===== src/rtl/wl_sfifo_ctrl.sv =====
// Single-clock FIFO controller for an external synchronous dual-port RAM.
// Owns binary wrap-bit pointers, qualified RAM strobes/addresses, flags, count and sticky errors.
module wl_sfifo_ctrl #(
  parameter int unsigned L      = 3,
  parameter int unsigned AF_LVL = (1 << L) - 2,
  parameter int unsigned AE_LVL = 2
) (
  input  logic         clk,
  input  logic         rst,
  input  logic         we,
  input  logic         re,
  input  logic         clr_err,
  output logic         we_ram,
  output logic         re_ram,
  output logic [L-1:0] waddr,
  output logic [L-1:0] raddr,
  output logic         full,
  output logic         empty,
  output logic         afull,
  output logic         aempty,
  output logic [L:0]   count,
  output logic         ovf,
  output logic         udf
);

  localparam logic [L:0] AF_TH = (L+1)'(AF_LVL);
  localparam logic [L:0] AE_TH = (L+1)'(AE_LVL);

  logic [L:0] wptr_q, wptr_d;
  logic [L:0] rptr_q, rptr_d;
  logic [L:0] count_q, count_d;
  logic       full_q, full_d;
  logic       empty_q, empty_d;
  logic       afull_q, afull_d;
  logic       aempty_q, aempty_d;
  logic       ovf_q, ovf_d;
  logic       udf_q, udf_d;

  assign we_ram = we & ~full_q;
  assign re_ram = re & ~empty_q;
  assign waddr  = wptr_q[L-1:0];
  assign raddr  = rptr_q[L-1:0];

  // Flags are computed from next-state pointers so they track the post-edge occupancy.
  always_comb begin
    wptr_d   = wptr_q + (L+1)'(we_ram);
    rptr_d   = rptr_q + (L+1)'(re_ram);
    count_d  = wptr_d - rptr_d;
    full_d   = (wptr_d[L] != rptr_d[L]) && (wptr_d[L-1:0] == rptr_d[L-1:0]);
    empty_d  = (wptr_d == rptr_d);
    afull_d  = (count_d >= AF_TH);
    aempty_d = (count_d <= AE_TH);
    ovf_d    = (we & full_q)  | (ovf_q & ~clr_err);
    udf_d    = (re & empty_q) | (udf_q & ~clr_err);
  end

  always_ff @(posedge clk) begin
    if (rst) begin
      wptr_q   <= '0;
      rptr_q   <= '0;
      count_q  <= '0;
      full_q   <= 1'b0;
      empty_q  <= 1'b1;
      afull_q  <= 1'b0;
      aempty_q <= 1'b1;
      ovf_q    <= 1'b0;
      udf_q    <= 1'b0;
    end else begin
      wptr_q   <= wptr_d;
      rptr_q   <= rptr_d;
      count_q  <= count_d;
      full_q   <= full_d;
      empty_q  <= empty_d;
      afull_q  <= afull_d;
      aempty_q <= aempty_d;
      ovf_q    <= ovf_d;
      udf_q    <= udf_d;
    end
  end

  assign full   = full_q;
  assign empty  = empty_q;
  assign afull  = afull_q;
  assign aempty = aempty_q;
  assign count  = count_q;
  assign ovf    = ovf_q;
  assign udf    = udf_q;

endmodule


===== config.mk =====
export PLATFORM = sky130hd
export DESIGN_NAME = wl_sfifo_ctrl
export DESIGN_NICKNAME = d
export VERILOG_FILES = /design/src/rtl/wl_sfifo_ctrl.sv
export SDC_FILE = /design/constraint.sdc
export NUM_CORES = 1
export LEC_CHECK = 0
export ABC_AREA = 1
export BUFFER_PORTS_ARGS = -buffer_cell sky130_fd_sc_hd__clkbuf_2
export CORE_MARGIN = 3
export CORE_UTILIZATION = 54
export DETAILED_ROUTE_END_ITERATION = 10
export PLACE_DENSITY = 0.88
export REMOVE_ABC_BUFFERS = 1
export SYNTH_ARGS = -nofsm -noshare
export SYNTH_HDL_FRONTEND = slang
export SYNTH_SLANG_ARGS = --single-unit

===== constraint.sdc =====
create_clock -name clk -period 3.87 [get_ports clk]
set_input_delay 0.387 -clock clk [delete_from_list [all_inputs] [get_ports clk]]
set_output_delay 0.387 -clock clk [all_outputs]
set_load 0.05 [all_outputs]

Word level (Yosys, flattened, before mapping)

Cells that the tools add are included.

Input bits: 5
Memories kept: 0
Bits in latches: 0
Memory bits (read-only): 0
Bits in registers: 18
Output and inout bits: 18
Bits in writable memories: 0

Equal/unequal tests: 3
Reduce and logical (&&, ||, !) cells: 1
Bitwise logic cells: 11
Divide/modulo/power cells: 0
Multiply operators: 0
Magnitude comparators: 2
Shift-type cells: 0
Add/sub/neg operators: 3
Mux-type cells: 0

Operator list:

| operator                                                           | count |
|---|---|
| adder 4 x 1 -> 4 bit                                               | 2 |
| AND 1 bit                                                          | 6 |
| equality test 4 bit                                                | 1 |
| greater-or-equal comparator 4 x 3 -> 1 bit (second input constant) | 1 |
| <= comparator 4 x 2 -> 1 bit (second input constant)               | 1 |
| subtractor 4 bit                                                   | 1 |
| equality test 3 bit                                                | 1 |
| NOT 1 bit                                                          | 3 |
| OR 1 bit                                                           | 2 |
| logical AND 1 bit                                                  | 1 |
| inequality test 1 bit                                              | 1 |

Logic depth before layout (Yosys ltp)

Gate-level depths: netlist of the first run.

Word-level depth: 5
Mapped depth: 15
Gate-level depth less buffers: 15

Worst setup path before layout of the first run

Ideal clock, no wire load.

Path type: register -> register
Start: register empty_q (netlist: empty)
End: register aempty_q (netlist: aempty)
Path buffers: 0
Stages on the path, launching flop included: 13
Arrival: 2785 ps
Data required time: 3751 ps
Setup time: 119 ps
Setup slack: 966 ps
Path through: dfxtp_1 > nor2_1 > ha_1 > ha_1 > inv_1 > nand2_1 > nand2_1 > inv_1 > ha_1 > inv_1 > or2_2 > nand3_1 > o21bai_1

Cells in the longest elaborated chain, start to end: 5

Ends and longest elaborated chain:

| what                         | line | text |
|---|---|---|
| start, declared              | 33   | `logic empty_q, empty_d;` |
| start signal, assigned       | 73   | `empty_q <= empty_d;` |
| NOT 1 bit                    | 40   | `assign re_ram = re & ~empty_q;` |
| AND 1 bit                    | 40   |  |
| net re_ram                   | 14   | `output logic re_ram,` |
| adder 4 x 1 -> 4 bit         | 47   | `rptr_d = rptr_q + (L+1)'(re_ram);` |
| net rptr_d[1]                | 30   | `logic [L:0] rptr_q, rptr_d;` |
| subtractor 4 bit             | 48   | `count_d = wptr_d - rptr_d;` |
| net count_d[1]               | 31   | `logic [L:0] count_q, count_d;` |
| <= comparator 4 x 2 -> 1 bit | 52   | `aempty_d = (count_d <= AE_TH);` |
| end signal, assigned         | 75   | `aempty_q <= aempty_d;` |
| end, declared                | 35   | `logic aempty_q, aempty_d;` |

The timed path passes the listed nets, and every way through them passes these cells.
A chain may end at the register's enable or synchronous reset.

Final worst setup path of the first run

Start: register full_q (netlist: full)
End: register aempty_q (netlist: aempty)

Cells in the longest elaborated chain, start to end: 5

Ends and longest elaborated chain:

| what                         | line | text |
|---|---|---|
| start, declared              | 32   | `logic full_q, full_d;` |
| start signal, assigned       | 72   | `full_q <= full_d;` |
| NOT 1 bit                    | 39   | `assign we_ram = we & ~full_q;` |
| AND 1 bit                    | 39   |  |
| adder 4 x 1 -> 4 bit         | 46   | `wptr_d = wptr_q + (L+1)'(we_ram);` |
| net wptr_d[1]                | 29   | `logic [L:0] wptr_q, wptr_d;` |
| subtractor 4 bit             | 48   |  |
| net count_d[1]               | 31   |  |
| <= comparator 4 x 2 -> 1 bit | 52   |  |

The timed path passes the listed nets, and every way through them passes these cells.

==> impl_metrics.toml, run 1 <==
[layout]
antennaDiodeCount = 0
layout.nets = 159
finish.instance_area_sq_um = 1040
areaGrowthSynthToFinish_pct = 12.8
fin_util_pct = 66.5
fill_cells = 141
drive_above_1_share_pct = 26.5

[global_route]
grt_max_degree = 17
grt.overflow.total = 0
grt_pass1_vias = 739
grt_pass1_wl_um = 2980
grt_usage_pct = 18.9
antenna_found_initial = 0

[synthesis]
synthFlopType = "dfxtp_1"
synth_compound_area_share_pct = 4.49
synth_most_common_cell = "nand2_1"
syn_inst = 128
async_flop_share_pct = 0
yosys.area_share.simple_pct = 35.1
yosysTopAreaCell = "dfxtp_1"
synth-edff-count = 0
synthAdderAreaFrac_pct = 8.16
netlist_area_sq_um = 920
synth_xor_area_share_pct = 0
yosys-top-cells-count = "nand2_1 (39), dfxtp_1 (18), inv_1 (17)"
yosys_warnings = 0
synth_seq_area_share_pct = 39.2
synth_top_family_by_area = "simple AND/OR/NAND/NOR gates"
syn_avg_cell_area_sq_um = 7.18
yosys.cell_types.count = 19
synth_top_area_share_pct = 39.2
synthMuxAreaShare_pct = 0
yosys_register_bits = 18
synthTopCellsByArea = "dfxtp_1 (39%), nand2_1 (16%), ha_1 (8.2%)"

[timing]
holdWs_ns = 0.327
rsz0062_at_grt = "no"
tightestPinTransition_ns = 0.337
finalSetupViolations = 0
post-route-min-period_ns = 2.18
fin_crit_sh_pct = 56.4
fin_worst_skew_ns = 0.00433
maxSlewViolCount = 0
hold_viol_final = 0
max_slew_margin_pct = 77.5
fin_setup_tns_ns = 0
max_freq_ghz = 0.458
setup_ws_ns = 1.69

[clock_tree]
cts_root_buf = "clkbuf_4"
cts_resized = 0
post_cts.repair.setup_buffers = 0
cts_buffers = 3
clock_path_buffers = 2
cts_tree = "done"
htreeDepth = 1
insertion_delay_ns = 0.30
cts_sinks = 18
clkTransAtPathRegs_ns = 0.11
hold_buffers = 0

[routing]
ant_nets = 0
routed_wl_um = 1900
num_vias = 846
viasPerCell = 5.19
dr.pass1.iters = 4
route.detailed.drc = 0
drt_iter0_drc = 23
wl_per_cell_um = 11.7

[die]
die_h_um = 47.3
dieArea_sq_um = 2230
ioPinCount = 23
coreArea_sq_um = 1560
die_x_um = 47.3
fp-row-count = 14
start_util_pct = 59.0

[power_and_ir_drop]
p_sw_share_pct = 42.1
vdd_ir_drop_max_uv = 353
power_switching_mw = 0.234
p_leak_nw = 0.569
comb_power_share_pct = 39.0
p_seq_share_pct = 39.7
p_int_mw = 0.323
power_frac_clock_pct = 21.3
powerDensity_nw_per_um2 = 537

[critical_path]
cp_max_fo = 4
cp_data_arrival_time_ns = 2.38
crit_type = "reg -> reg"
worstSetupEndpointType = "register"
endpoint = "aempty"
ff2ff_path_depth = 12
r2r_start = "full"
r2r_setup_slack_ns = 1.69
cp-start-kind = "register"
crit_required_ns = 4.07
worstSetupStartpoint = "full"
r2r_end = "aempty"

[placement]
gp_congestion = 0.842
placed_cell_area_sq_um = 1000
place_ws_ns = 1.52
hpwl_um = 1450
port-buffer-count = 22

[run_status]
status = "complete, no violations"

[flow_run]
maxCapViolCount = 0

[worst_hold_path]
hold_class = "in -> reg"
==> state kept, by name, indices dropped and copies added (netlist names) <==
signal / cells
udf: 1
empty: 1
aempty: 1
ovf: 1
full: 1
rptr_q: 4
afull: 1
count: 4
wptr_q: 4
==> cell families after synthesis <==
| group | after synthesis |
|---|---|
| simple gates | 71 |
| buf+inv | 26 |
| flops | 18 |
| compound gates | 7 |
| fa+ha+maj | 6 |
==> layer usage <==
metal	global-route usage, %	wire length, um	vias up	share of wire (%)
li1	-	-	430	-
met1	22.0	842	394	44
met2	31.0	969	20	51
met3	8.43	67	2	3.5
met4	6.08	19	0	1.0
met5	0	0	-	0
==> worst max-delay path, stage by stage (launching register included) <==
cell	delay (ns)
dfxtp_1	0.34
nor2_1	0.16
ha_1	0.27
ha_1	0.29
inv_1	0.10
nand2_1	0.07
nand2_1	0.06
inv_1	0.05
ha_1	0.29
inv_1	0.05
or2_2	0.26
nand3_1	0.08
o21bai_1	0.07
==> metrics by stage <==
step | total power, mW | instances
global placement | 0.435 | 159
global route | 0.584 | 163
CTS | 0.558 | 163
finish | 0.557 | 163
floorplan | 0.392 | 121
detailed placement | 0.442 | 159
==> layout by cell type, fill, tap and decap left out, drive strengths merged <==
master   n
nor2    13
nand3    4
ha       6
inv     19
o21ai    1
o21bai   1
clkbuf  26
dfxtp   18
or2      1
nand4    5
nor3     1
nand2   47
a21oi    5
==> worst min path at each step <==
stage | startpoint | to | slack (ns) | cells after the start
floorplan | rst | count[0] | 0.45 | 1
global placement | ovf | ovf | 0.45 | 2
detailed placement | ovf | ovf | 0.46 | 2
CTS | we | ovf | 0.33 | 3
global route | we | ovf | 0.34 | 3
finish | we | ovf | 0.33 | 3
==> power by group through the flow <==
stage          Sequential [mW]  Clock [mW]  Combinational [mW]
3_3_place_gp             0.224           0               0.211
4_1_cts                  0.221       0.119               0.218
3_5_place_dp             0.225           0               0.217
2_1_floorplan            0.311           0              0.0818
5_1_grt                  0.224       0.128               0.232
6_report                 0.221       0.119               0.217
==> final cells by class <==
cell class,count,area (sq um),area share (%)
inverters,19,71.3,6.88
multi-input cells,84,439,42.3
clock buffers,4,36.3,3.50
flip-flops and latches,18,360,34.7
repair buffers,22,110,10.6
well taps,16,20.0,1.93
(Power assumes the default switching activity.)
==> run 2, diff against run 1 <==
--- a/config.mk
+++ b/config.mk
@@ -8,9 +8,9 @@
 export ABC_AREA = 1
 export BUFFER_PORTS_ARGS = -buffer_cell sky130_fd_sc_hd__clkbuf_2
 export CORE_MARGIN = 3
-export CORE_UTILIZATION = 54
+export CORE_UTILIZATION = 51
 export DETAILED_ROUTE_END_ITERATION = 10
-export PLACE_DENSITY = 0.88
+export PLACE_DENSITY = 0.84
 export REMOVE_ABC_BUFFERS = 1
 export SYNTH_ARGS = -nofsm -noshare
 export SYNTH_HDL_FRONTEND = slang
==> constraint.sdc (replaced) <==
create_clock -name clk -period 2.3 [get_ports clk]
set_input_delay 0.23 -clock clk [delete_from_list [all_inputs] [get_ports clk]]
set_output_delay 0.23 -clock clk [all_outputs]
set_load 0.05 [all_outputs]
==> run 2 against run 1 <==
  * Setup slack worse by 1.5 ns
  * First-iteration DRC count is 8.7% lower
  * Sequential power is 68% higher
  * Clock power is 61% higher
  * Sequential share of layout area is 0.78 points lower
  * Combinational power is 70% higher
  * Maximum frequency is 1.6% higher
  * Global-route usage is 2.9 points lower
  * Critical path type unchanged
  * Highest routed layer unchanged
==> impl_metrics.toml, run 2 (synthesis results as in run 1) <==
[run_status]
status = "complete, no violations"

[timing]
maxSlewViolCount = 0
fin_worst_skew_ns = 0.00278
max_freq_ghz = 0.465
post-route-min-period_ns = 2.15
fin_setup_tns_ns = 0
setup_ws_ns = 0.150
rsz0062_at_grt = "no"
tightestPinTransition_ns = 0.340
fin_crit_sh_pct = 93.5
finalSetupViolations = 0
max_slew_margin_pct = 77.3
hold_viol_final = 0

[critical_path]
cp_data_arrival_time_ns = 2.34
crit_type = "reg -> reg"
cp_cell_sequence = "nor2_1 > ha_1 > ha_1 > inv_1 > nand2_1 > nand2_1 > inv_1 > ha_1 > inv_1 > or2_2 > nand3_1 > o21bai_1"
cp-start-kind = "register"
slowest_stage = "dfxtp_1"
crit_required_ns = 2.49
r2r_end = "aempty"
cp_max_fo = 4
r2r_start = "empty"
slowest_delay_ns = 0.33
critPathTopFamily = "adder cells"
cp.buffers_inverters = 3
worstSetupEndpointType = "register"
ff2ff_path_depth = 12
r2r_setup_slack_ns = 0.15

[placement]
hpwl_um = 1370
gp_congestion = 0.821
port-buffer-count = 22
place_ws_ns = 0.121

[routing]
dr.pass1.iters = 4
wl_met3_um = 93
highest_layer = "met4"
drt_iter0_drc = 21
viasPerCell = 4.82
route.detailed.drc = 0
num_vias = 829
routedLengthMet1_um = 786
wl_per_cell_um = 10.3
wl_met2_um = 871
ant_nets = 0
routed_wl_um = 1770

[die]
fp-row-count = 14
dieArea_sq_um = 2350
start_util_pct = 57.7
ioPinCount = 23
die_h_um = 48.5
die_x_um = 48.5
coreArea_sq_um = 1590

[flow_run]
maxCapViolCount = 0

[global_route]
grt.overflow.total = 0
grt_pass1_wl_um = 2980
grt_max_degree = 17
grt_usage_pct = 16.0
antenna_found_initial = 0
grt_pass1_vias = 725

[layout]
drive_above_1_share_pct = 28.4
final_common_cell = "nand2_1"
fill_cells = 140
layout.nets = 160
antennaDiodeCount = 0
areaGrowthSynthToFinish_pct = 15.4
register_area_sq_um = 360
multi_input_comb_area_sq_um = 445
final_cell_mix = "nand2_1 (39), clkbuf_2 (22), dfxtp_1 (18), inv_1 (17), nor2_1 (13)"

[power_and_ir_drop]
p_sw_share_pct = 41.4
p_leak_nw = 0.572
power_frac_clock_pct = 20.6
p_seq_share_pct = 39.9
p_int_mw = 0.546
powerDensity_nw_per_um2 = 879
vdd_ir_drop_max_uv = 575
power_switching_mw = 0.386
comb_power_share_pct = 39.5

[worst_hold_path]
min_from = "we"
holdPathEnd = "ovf"
worstHoldPathCells = 3
hold_class = "in -> reg"

[clock_tree]
clock_path_buffers = 2
cts_tree = "done"
cts_root_buf = "clkbuf_4"
cts_sinks = 18
htreeDepth = 1
insertion_delay_ns = 0.29
clkTransAtPathRegs_ns = 0.10
cts_buffers = 3
-- run 2: cell types whose count changed in the layout (fill, tap and decap cells not counted), sizes merged --
cell  previous run  this run
buf              0         1
-- run 2: cell type report --
cell class	instances	area share [%]
Tap cell	24	2.83
Sequential cell	18	34.0
Multi-Input combinational cell	84	42.0
Inverter	19	6.72
Clock buffer	4	3.42
Timing Repair Buffer	23	11.1
-- run 2: per-stage QoR --
stage	hold WS, ns	util [%]	cells	instance area [sq um]	total power, mW
after floorplan	0.297	-	121	871	0.660
after global placement	0.447	63.4	167	1010	0.733
after detailed placement	0.459	63.4	167	1010	0.740
after CTS	0.162	65.7	171	1050	0.938
after global routing	0.167	66.6	172	1060	0.988
final	0.175	66.6	172	1060	0.932
-- run 2: what timing repair did --
action,4_1_cts,5_1_grt
endpoints found under the setup margin,0,2
buffers inserted,0,1
hold buffers,0,0
gates resized for setup,0,2
-- run 2: power groups by stage --
stage | Sequential [mW] | Clock [mW] | Combinational [mW]
3_3_place_gp | 0.377 | 0 | 0.356
5_1_grt | 0.377 | 0.217 | 0.394
3_5_place_dp | 0.378 | 0 | 0.362
2_1_floorplan | 0.523 | 0 | 0.138
4_1_cts | 0.372 | 0.203 | 0.362
6_report | 0.372 | 0.192 | 0.368
-- run 2: how the worst max path moves through the flow --
stage           from  endpoint  slack (ns)  cells after the start
4_1_cts         full    aempty        0.14                     12
2_1_floorplan  empty    aempty       -0.60                     12
3_5_place_dp      we    aempty        0.12                     14
3_3_place_gp      we    aempty        0.19                     14
6_report       empty    aempty        0.15                     12
5_1_grt         full    aempty        0.02                     12
-- run 2: worst register-to-register path: stages (launching register included) --
cell,delay [ns]
dfxtp_1,0.33
nor2_1,0.15
ha_1,0.23
ha_1,0.26
inv_1,0.12
nand2_1,0.08
nand2_1,0.07
inv_1,0.05
ha_1,0.29
inv_1,0.06
or2_2,0.27
nand3_1,0.08
o21bai_1,0.07
-- run 2: routing by layer --
layer  up-vias  GRT usage [%]
met5         -              0
met4         0           5.69
met3         2           6.44
met2        22           26.1
met1       374           19.0
li1        431              -
